`config.mk`:
```
export PLATFORM = sky130hd
export DESIGN_NAME = matrix_ls_sequencer
export DESIGN_NICKNAME = d
export VERILOG_FILES = /design/src/rtl/matrix_ls_sequencer.sv
export SDC_FILE = /design/constraint.sdc
export NUM_CORES = 1
export LEC_CHECK = 0
export ABC_AREA = 1
export BUFFER_PORTS_ARGS = -buffer_cell sky130_fd_sc_hd__buf_2
export CAP_MARGIN = 5
export CORE_MARGIN = 10
export CORE_UTILIZATION = 40
export CTS_CLUSTER_DIAMETER = 30
export DETAILED_ROUTE_END_ITERATION = 10
export PLACE_DENSITY_LB_ADDON = 0.25
export SETUP_SLACK_MARGIN = 0.15
export SLEW_MARGIN = 20
export SYNTH_ARGS = -nofsm -noshare
export SYNTH_HDL_FRONTEND = slang
export SYNTH_SLANG_ARGS = --single-unit
```
`constraint.sdc`:
```
create_clock -name CLK -period 4.8 [get_ports CLK]
set_input_delay 0.72 -clock CLK [delete_from_list [all_inputs] [get_ports CLK]]
set_output_delay 0.72 -clock CLK [all_outputs]
set_load 0.03 [all_outputs]
```
`src/rtl/matrix_ls_sequencer.sv`:
```
// Matrix load/store sequencer: expands one instruction into ROWS scratchpad row requests.
// Optional watchdog on stalled requests is enabled by defining MATLS_TIMEOUT_EN.
module matrix_ls_sequencer #(
    parameter int ROWS    = 4,
    parameter int ROW_W   = 2,
    parameter int TIMEOUT = 64
) (
    input  logic             CLK,
    input  logic             nRST,
    input  logic             enable,
    input  logic [1:0]       ls_in,
    input  logic [4:0]       rd_in,
    input  logic [31:0]      rs_in,
    input  logic [31:0]      stride_in,
    input  logic [10:0]      imm_in,
    input  logic             mhit,
    output logic             ready,
    output logic             sp_req,
    output logic             sp_ren,
    output logic             sp_wen,
    output logic [31:0]      sp_addr,
    output logic [ROW_W-1:0] sp_row,
    output logic [4:0]       sp_rd,
    output logic             done,
    output logic [4:0]       done_rd,
`ifdef MATLS_TIMEOUT_EN
    output logic [1:0]       done_ls,
    output logic             timeout
`else
    output logic [1:0]       done_ls
`endif
);

    typedef enum logic [1:0] {IDLE, ISSUE, DONE} state_t;

    localparam logic [ROW_W-1:0] LAST_ROW = ROW_W'(ROWS - 1);

    state_t            state, state_next;
    logic [31:0]       addr;
    logic [31:0]       stride;
    logic [ROW_W-1:0]  row;
    logic [4:0]        rd;
    logic [1:0]        ls;
    logic              accept;
    logic              last_row;

    // Base address: rs plus the sign-extended 11-bit immediate, modulo 2^32.
    function automatic logic [31:0] base_addr(input logic [31:0] rs, input logic signed [10:0] imm);
        logic signed [31:0] imm_ext;
        imm_ext   = 32'(imm);
        base_addr = rs + imm_ext;
    endfunction

    assign accept   = enable && (ls_in == 2'b01 || ls_in == 2'b10);
    assign last_row = (row == LAST_ROW);

`ifdef MATLS_TIMEOUT_EN
    localparam int CNT_W = $clog2(TIMEOUT) + 1;
    localparam logic [CNT_W-1:0] CNT_LIMIT = CNT_W'(TIMEOUT - 1);

    logic [CNT_W-1:0] stall_cnt;
    logic             expire;

    assign expire = (state == ISSUE) && !mhit && (stall_cnt == CNT_LIMIT);

    always_ff @(posedge CLK or negedge nRST) begin
        if (!nRST) begin
            stall_cnt <= '0;
            timeout   <= 1'b0;
        end else begin
            timeout <= expire;
            if ((state == IDLE && accept) || mhit)
                stall_cnt <= '0;
            else if (state == ISSUE)
                stall_cnt <= stall_cnt + CNT_W'(1);
        end
    end
`endif

    always_ff @(posedge CLK or negedge nRST) begin
        if (!nRST) begin
            state  <= IDLE;
            addr   <= '0;
            stride <= '0;
            row    <= '0;
            rd     <= '0;
            ls     <= '0;
        end else begin
            state <= state_next;
            if (state == IDLE && accept) begin
                addr   <= base_addr(rs_in, imm_in);
                stride <= stride_in;
                rd     <= rd_in;
                ls     <= ls_in;
                row    <= '0;
            end else if (state == ISSUE && mhit && !last_row) begin
                addr <= addr + stride;
                row  <= row + ROW_W'(1);
            end
        end
    end

    always_comb begin
        state_next = state;
        case (state)
            IDLE:  if (accept) state_next = ISSUE;
            ISSUE: begin
                if (mhit && last_row)
                    state_next = DONE;
`ifdef MATLS_TIMEOUT_EN
                else if (expire)
                    state_next = IDLE;
`endif
            end
            DONE:    state_next = IDLE;
            default: state_next = IDLE;
        endcase
    end

    // Outputs decode from state and latched fields only; nothing passes through from enable/mhit.
    always_comb begin
        ready   = (state == IDLE);
        sp_req  = 1'b0;
        sp_ren  = 1'b0;
        sp_wen  = 1'b0;
        sp_addr = '0;
        sp_row  = '0;
        sp_rd   = '0;
        done    = 1'b0;
        done_rd = '0;
        done_ls = '0;
        if (state == ISSUE) begin
            sp_req  = 1'b1;
            sp_ren  = (ls == 2'b01);
            sp_wen  = (ls == 2'b10);
            sp_addr = addr;
            sp_row  = row;
            sp_rd   = rd;
        end
        if (state == DONE) begin
            done    = 1'b1;
            done_rd = rd;
            done_ls = ls;
        end
    end

endmodule

```
==> results.toml, run 1 <==
[setup_path]
slowest_delay_ns = 0.62
critPathArrivalTime_ns = 1.94
critical_path.top_delay_family = "buffers and inverters"
endpoint_kind = "primary output"
startpoint_type = "flip-flop"
regToRegStartpoint = "state[0]"
worst_r2r_endpoint = "addr[2]"
required_ns = 4.08
cp_slowest_cell = "inv_2"
crit_top_cell = "inv_2"
critPathBufInv = 3
crit_type = "flip-flop to primary output"
path_cells = "inv_2 -> nor2_4 -> inv_2 -> nor2_1 -> buf_2"
r2r_cells = 8
cp_max_fo = 43
reg2reg_slack_ns = 2.31

[clock_tree]
cts-buffers-inserted = 9
cts_resized = 0
cts_tree = "built"
cts_root_buf = "clkbuf_16"
cts_sinks = 75
clkLatencyLatePin_ns = 0.35
postCtsSetupRepairBufs = 0
hold_buffers = 0
clkSlewWorstSetupHoldPaths_ns = 0.07
clock_path_buffers = 2
h-tree-depth = 3

[pwr]
combinationalPowerShare = 0.696
p_seq_frac = 0.197
p_per_area_mw_per_mm2 = 669
internal-power_mw = 2.72
swShare = 0.563
p_clk_frac = 0.107
p_switching_mw = 3.51
ir_drop_mv = 0.282
p_leak_nw = 5.91

[sta]
worstMarginPinSlew_ns = 0.963
clock_skew_ns = 0.0104
slew_headroom = 0.358
fin_crit_sh = 0.554
layout_min_cycle_time_ns = 2.66
rsz0062_at_grt = "no"
hold_viol_final = 0
finalSetupViolations = 0
drv_slew = 0
max_freq_ghz = 0.376
tns_ns = 0

[run]
cap_violations = 0

[logic_synthesis]
synth_nets = 1599
synth_area_leaders = "nand2_1 29%, dfrtp_1 23%, inv_1 13%, ha_1 9.7%, nor2_1 6.6%"
ys_seq_elements = 75
synthTopCellsByCount = "631 x nand2_1, 276 x inv_1, 142 x nor2_1, 80 x nand3_1, 75 x dfrtp_1"
synthFlopType = "dfrtp_1"
ys_async_sr_fraction = 1.00
seq_area_frac_synth = 0.232
syn_avg_cell_area_um2 = 5.59
synth_cell_types = 33
yosysTopAreaCellShare = 0.292
synthCells = 1448
ys_warn_count = 0
synth_area_mm2 = 0.00810
synth_top_area_cell = "nand2_1"
synth_edf_count = 0
synth.most_common_cell = "nand2_1"

[finish]
nets = 1725
area_delta_synth_final_pct = 15.0
antenna_cells = 0
nFillCells = 2135
drive_gt1_frac = 0.103
layoutNonFillerInstCount = 1844

[placement]
place_hpwl_um = 20200
gp_congestion = 0.963
io_buffers = 136
place_inst = 1828

[routing]
routed_wl_um = 25100
vias_per_cell = 4.73
dr.first_iter.drc_count = 626
drc = 0
dr.pass1.iters = 5
wl_per_cell_um = 13.6
drtAntennaViolNets = 0
dr_total_vias = 8722

[global_routing]
overflow = 0
grt_max_degree = 76
grt_use_met3 = 0.0324
grt_use_met2 = 0.296
met1_usage = 0.270
grt_pass1_wl_um = 41400
busiest_layer = "met2"
antenna_found_initial = 0
track_usage = 0.191
grt_pass1_vias = 8280

[min_path]
holdCritStartpoint = "stride[28]"
hold_path_end = "stride[28]"
hp-class = "flip-flop to flip-flop"
hold-path-cell-count = 2

[floorplan]
die_y_um = 162
io_pins = 137
start_util = 0.411
die_area_mm2 = 0.0263
die_w_um = 162
core_area_mm2 = 0.0197
placement_rows = 51

[outcome]
status = "complete, no violations"
==> metal layers <==
layer | share of wire | vias to the layer above
met5 | 0 | -
met4 | 0.014 | 0
met3 | 0.059 | 21
met2 | 0.42 | 227
met1 | 0.51 | 3823
li1 | - | 4651
==> power by group through the flow <==
| stage | combinational (mW) | sequential (mW) | clock (mW) |
|---|---|---|---|
| final | 4.34 | 1.22 | 0.667 |
| after detailed placement | 4.29 | 1.22 | 0 |
| after global routing | 4.94 | 1.25 | 0.708 |
| after CTS | 4.32 | 1.22 | 0.677 |
| after floorplan | 3.24 | 1.11 | 0 |
| after global placement | 4.25 | 1.22 | 0 |
==> worst max-delay path by stage <==
stage	startpoint	endpoint	slack (ns)	depth (start not counted)
final	state[0]	sp_addr[31]	2.14	5
after detailed placement	rs_in[0]	addr[14]	1.95	14
after CTS	state[0]	sp_addr[31]	2.13	5
after global placement	rs_in[0]	addr[14]	1.93	14
after global routing	state[1]	addr[3]	2.02	7
after floorplan	state[1]	sp_wen	2.43	4
==> cell usage in the layout (no fill, tap or decap), types with 2 or more instances in the layout <==
cell,instances
nand2_1,631
inv_1,276
nor2_1,142
buf_2,135
nand3_1,80
dfrtp_1,75
ha_1,63
a21oi_1,53
o21ai_0,22
xor2_1,13
nand3b_1,9
nor3_1,9
clkbuf_16,9
o21ai_1,8
a31oi_1,8
o21bai_1,5
nand4_1,4
xnor2_1,4
and2_1,3
inv_2,3
buf_4,3
a221oi_1,2
a22oi_1,2
o22ai_1,2
nor2_4,2
fa_1,2
clkinvlp_4,2
inv_6,2
==> cells by family (layout without fill, tap and decap cells) <==
family	Yosys count	in the layout	synth area share
simple gates	883	883	0.434
buf+inv	303	434	0.143
compound gates	105	105	0.0706
flops	75	75	0.232
fa+ha+maj	65	65	0.102
xor+xnor	17	17	0.0184
==> area by class of cell <==
cell class / instances / area (µm²) / area share
Tap cell: 265 / 332 / 0.0356
Multi-Input combinational cell: 1070 / 5070 / 0.544
Inverter: 280 / 1050 / 0.113
Timing Repair Buffer: 138 / 698 / 0.0749
Clock buffer: 10 / 239 / 0.0256
Clock inverter: 6 / 46.3 / 0.00497
Sequential cell: 75 / 1880 / 0.201
==> worst min-delay path: stages, from the launching register on <==
cell and delay [ns]:
dfrtp_1 0.35, nand2_1 0.05, nand2_1 0.05
==> state kept, by name, summed over array words and instances (netlist names) <==
register  flops
addr         32
rd            5
row           2
state         2
stride       32
ls            2
==> through the flow <==
stage | utilization | setup slack [ns] | total power, mW | hold WS, ns | area, µm²
after floorplan | - | 2.43 | 4.35 | 0.424 | 8100
after global placement | 0.458 | 1.93 | 5.48 | 0.469 | 9030
after detailed placement | 0.458 | 1.95 | 5.51 | 0.472 | 9030
after CTS | 0.473 | 2.13 | 6.22 | 0.491 | 9320
after global routing | 0.473 | 2.02 | 6.90 | 0.507 | 9320
final | 0.473 | 2.14 | 6.23 | 0.487 | 9320
Power figures use the tool's default switching activity.
==> inputs of run 2 (changes only) <==
clock period = 2.4 ns   (was 4.8 ns; I/O delays follow)
==> run 2 against run 1 <==
Sequential power up 99%; register-to-register slack worse by 2.0 ns; non-clock buffer count up 21; combinational power up 110%; cell count up 1.1%; worst setup slack worse by 1.9 ns; clock skew about the same; global-route usage up 0.43 points; routed wire length up 2.9%; utilization up 1.5 points; via count up 1.6%.
==> results.toml, run 2 (synthesis results as in run 1) <==
[outcome]
status = "complete, no violations"

[clock_tree]
clkLatencyLatePin_ns = 0.35
cts_sinks = 75
h-tree-depth = 3
cts_tree = "built"
cts-buffers-inserted = 9
clkSlewWorstSetupHoldPaths_ns = 0.06
clock_path_buffers = 2
cts_root_buf = "clkbuf_16"

[finish]
mostFrequentLayoutCell = "nand2_1"
most-common-layout-cells = "625 x nand2_1, 276 x inv_1, 140 x nor2_1"
area_delta_synth_final_pct = 18.7
drive_gt1_frac = 0.126
antenna_cells = 0
nFillCells = 2113
top_regs = "addr (32), stride (32), rd (5)"
nets = 1746

[sta]
clock_skew_ns = 0.0103
drv_slew = 0
layout_min_cycle_time_ns = 2.12
worstMarginPinSlew_ns = 0.516
rsz0062_at_grt = "yes"
fin_crit_sh = 0.882
setup_slack_ns = 0.284
hold_viol_final = 0
finalSetupViolations = 0
slew_headroom = 0.656
max_freq_ghz = 0.473
tns_ns = 0

[run]
cap_violations = 0

[pwr]
p_per_area_mw_per_mm2 = 1340
ir_drop_mv = 0.512
p_leak_nw = 6.03

[global_routing]
grt_use_met3 = 0.0339
overflow = 0
grt_use_met2 = 0.302
grt_pass1_wl_um = 42400
track_usage = 0.195
busiest_layer = "met2"
grt_max_degree = 63
antenna_found_initial = 0
met1_usage = 0.272
grt_pass1_vias = 8481

[setup_path]
startpoint_type = "flip-flop"
crit_type = "flip-flop to flip-flop"
critical_path.top_delay_family = "simple AND/OR/NAND/NOR gates"
slowest_delay_ns = 0.42
path_cells = "ha_1 -> fa_2 -> nand3_1 -> nand3_2 -> nand2_1 -> nand2_1 -> nand2_1 -> nor2_1 -> o21ai_0 -> nand3_1 -> nand2_1 -> nand2_1 -> nand2_1"
critPathBufInv = 0
crit_top_cell = "nand2_1"
reg2reg_slack_ns = 0.28
endpoint_kind = "flip-flop"
cp_max_fo = 4
critPathArrivalTime_ns = 2.41
cp_slowest_cell = "fa_2"
required_ns = 2.69

[floorplan]
core_area_mm2 = 0.0197
die_y_um = 162
die_area_mm2 = 0.0263
placement_rows = 51
die_w_um = 162
start_util = 0.411
io_pins = 137

[routing]
dr.first_iter.drc_count = 672
vias_per_cell = 4.75
dr_total_vias = 8861
wl_per_cell_um = 13.9
dr.pass1.iters = 6
drc = 0
drtAntennaViolNets = 0
routed_wl_um = 25900

[placement]
pre_cts_slack_ns = -0.0714
place_hpwl_um = 21000
gp_congestion = 0.965
io_buffers = 136

[min_path]
hp-class = "primary input to flip-flop"
-- run 2: cell count changes in the layout (fill, tap and decap cells not counted), sizes merged --
cell / previous run / this run
buf: 138 / 158
clkinv: 2 / 0
bufinv: 0 / 1
clkbuf: 10 / 11
clkinvlp: 2 / 3
dlygate4sd3: 0 / 1
inv: 282 / 281
-- run 2: cell type report --
cell class / instances / area [µm²] / area share
tap: 265 / 332 / 0.0345
sequential: 75 / 1880 / 0.195
timing repair buffer: 159 / 900 / 0.0936
inverter: 280 / 1050 / 0.110
multi-input combinational: 1070 / 5150 / 0.536
clock inverter: 5 / 61.3 / 0.00638
clock buffer: 11 / 243 / 0.0252
-- run 2: timing repair --
| item | 4_1_cts | 5_1_grt |
|---|---|---|
| hold buffers | 1 | 0 |
| endpoints found under the hold margin | 32 | 0 |
| setup endpoints to repair | 0 | 38 |
| setup buffers | 0 | 1 |
| resized for setup | 0 | 21 |
-- run 2: worst paths after layout --
kind | from | end | cells after the start
max | addr[0] | addr[16] | 13
min | stride_in[26] | stride[26] | 3
max reg2reg | addr[0] | addr[16] | 13
min reg2reg | stride[19] | stride[19] | 2
max in group asynchronous | nRST | stride[24] | 3
min in group asynchronous | nRST | stride[0] | 2
-- run 2: tightest hold or removal path, delay by kind of cell --
| kind | cells | cell delay, ns |
|---|---|---|
| buffers and inverters | 1 | 0.07 |
| AND/OR/NAND/NOR | 2 | 0.08 |
-- run 2: power by group --
part	total [mW]	switching [mW]	internal, mW
clock	1.40	0.565	0.837
sequential	2.43	0.523	1.90
combinational	9.02	5.99	3.03
-- run 2: layer usage --
layer | part of all wire | vias up | routed length (µm)
met4 | 0.012 | 0 | 311
met1 | 0.49 | 3928 | 12600
met5 | 0 | - | 0
met2 | 0.43 | 237 | 11100
li1 | - | 4677 | -
met3 | 0.072 | 19 | 1860
-- run 2: metrics by stage --
stage	power [mW]	hold WS, ns	cell area, µm²	std cells	util
floorplan	8.70	0.0644	8100	1448	-
global placement	11.1	0.338	9210	1847	0.467
detailed placement	11.1	0.344	9210	1847	0.467
CTS	12.6	0.197	9530	1864	0.483
global route	14.2	0.209	9620	1865	0.488
finish	12.8	0.202	9620	1865	0.488
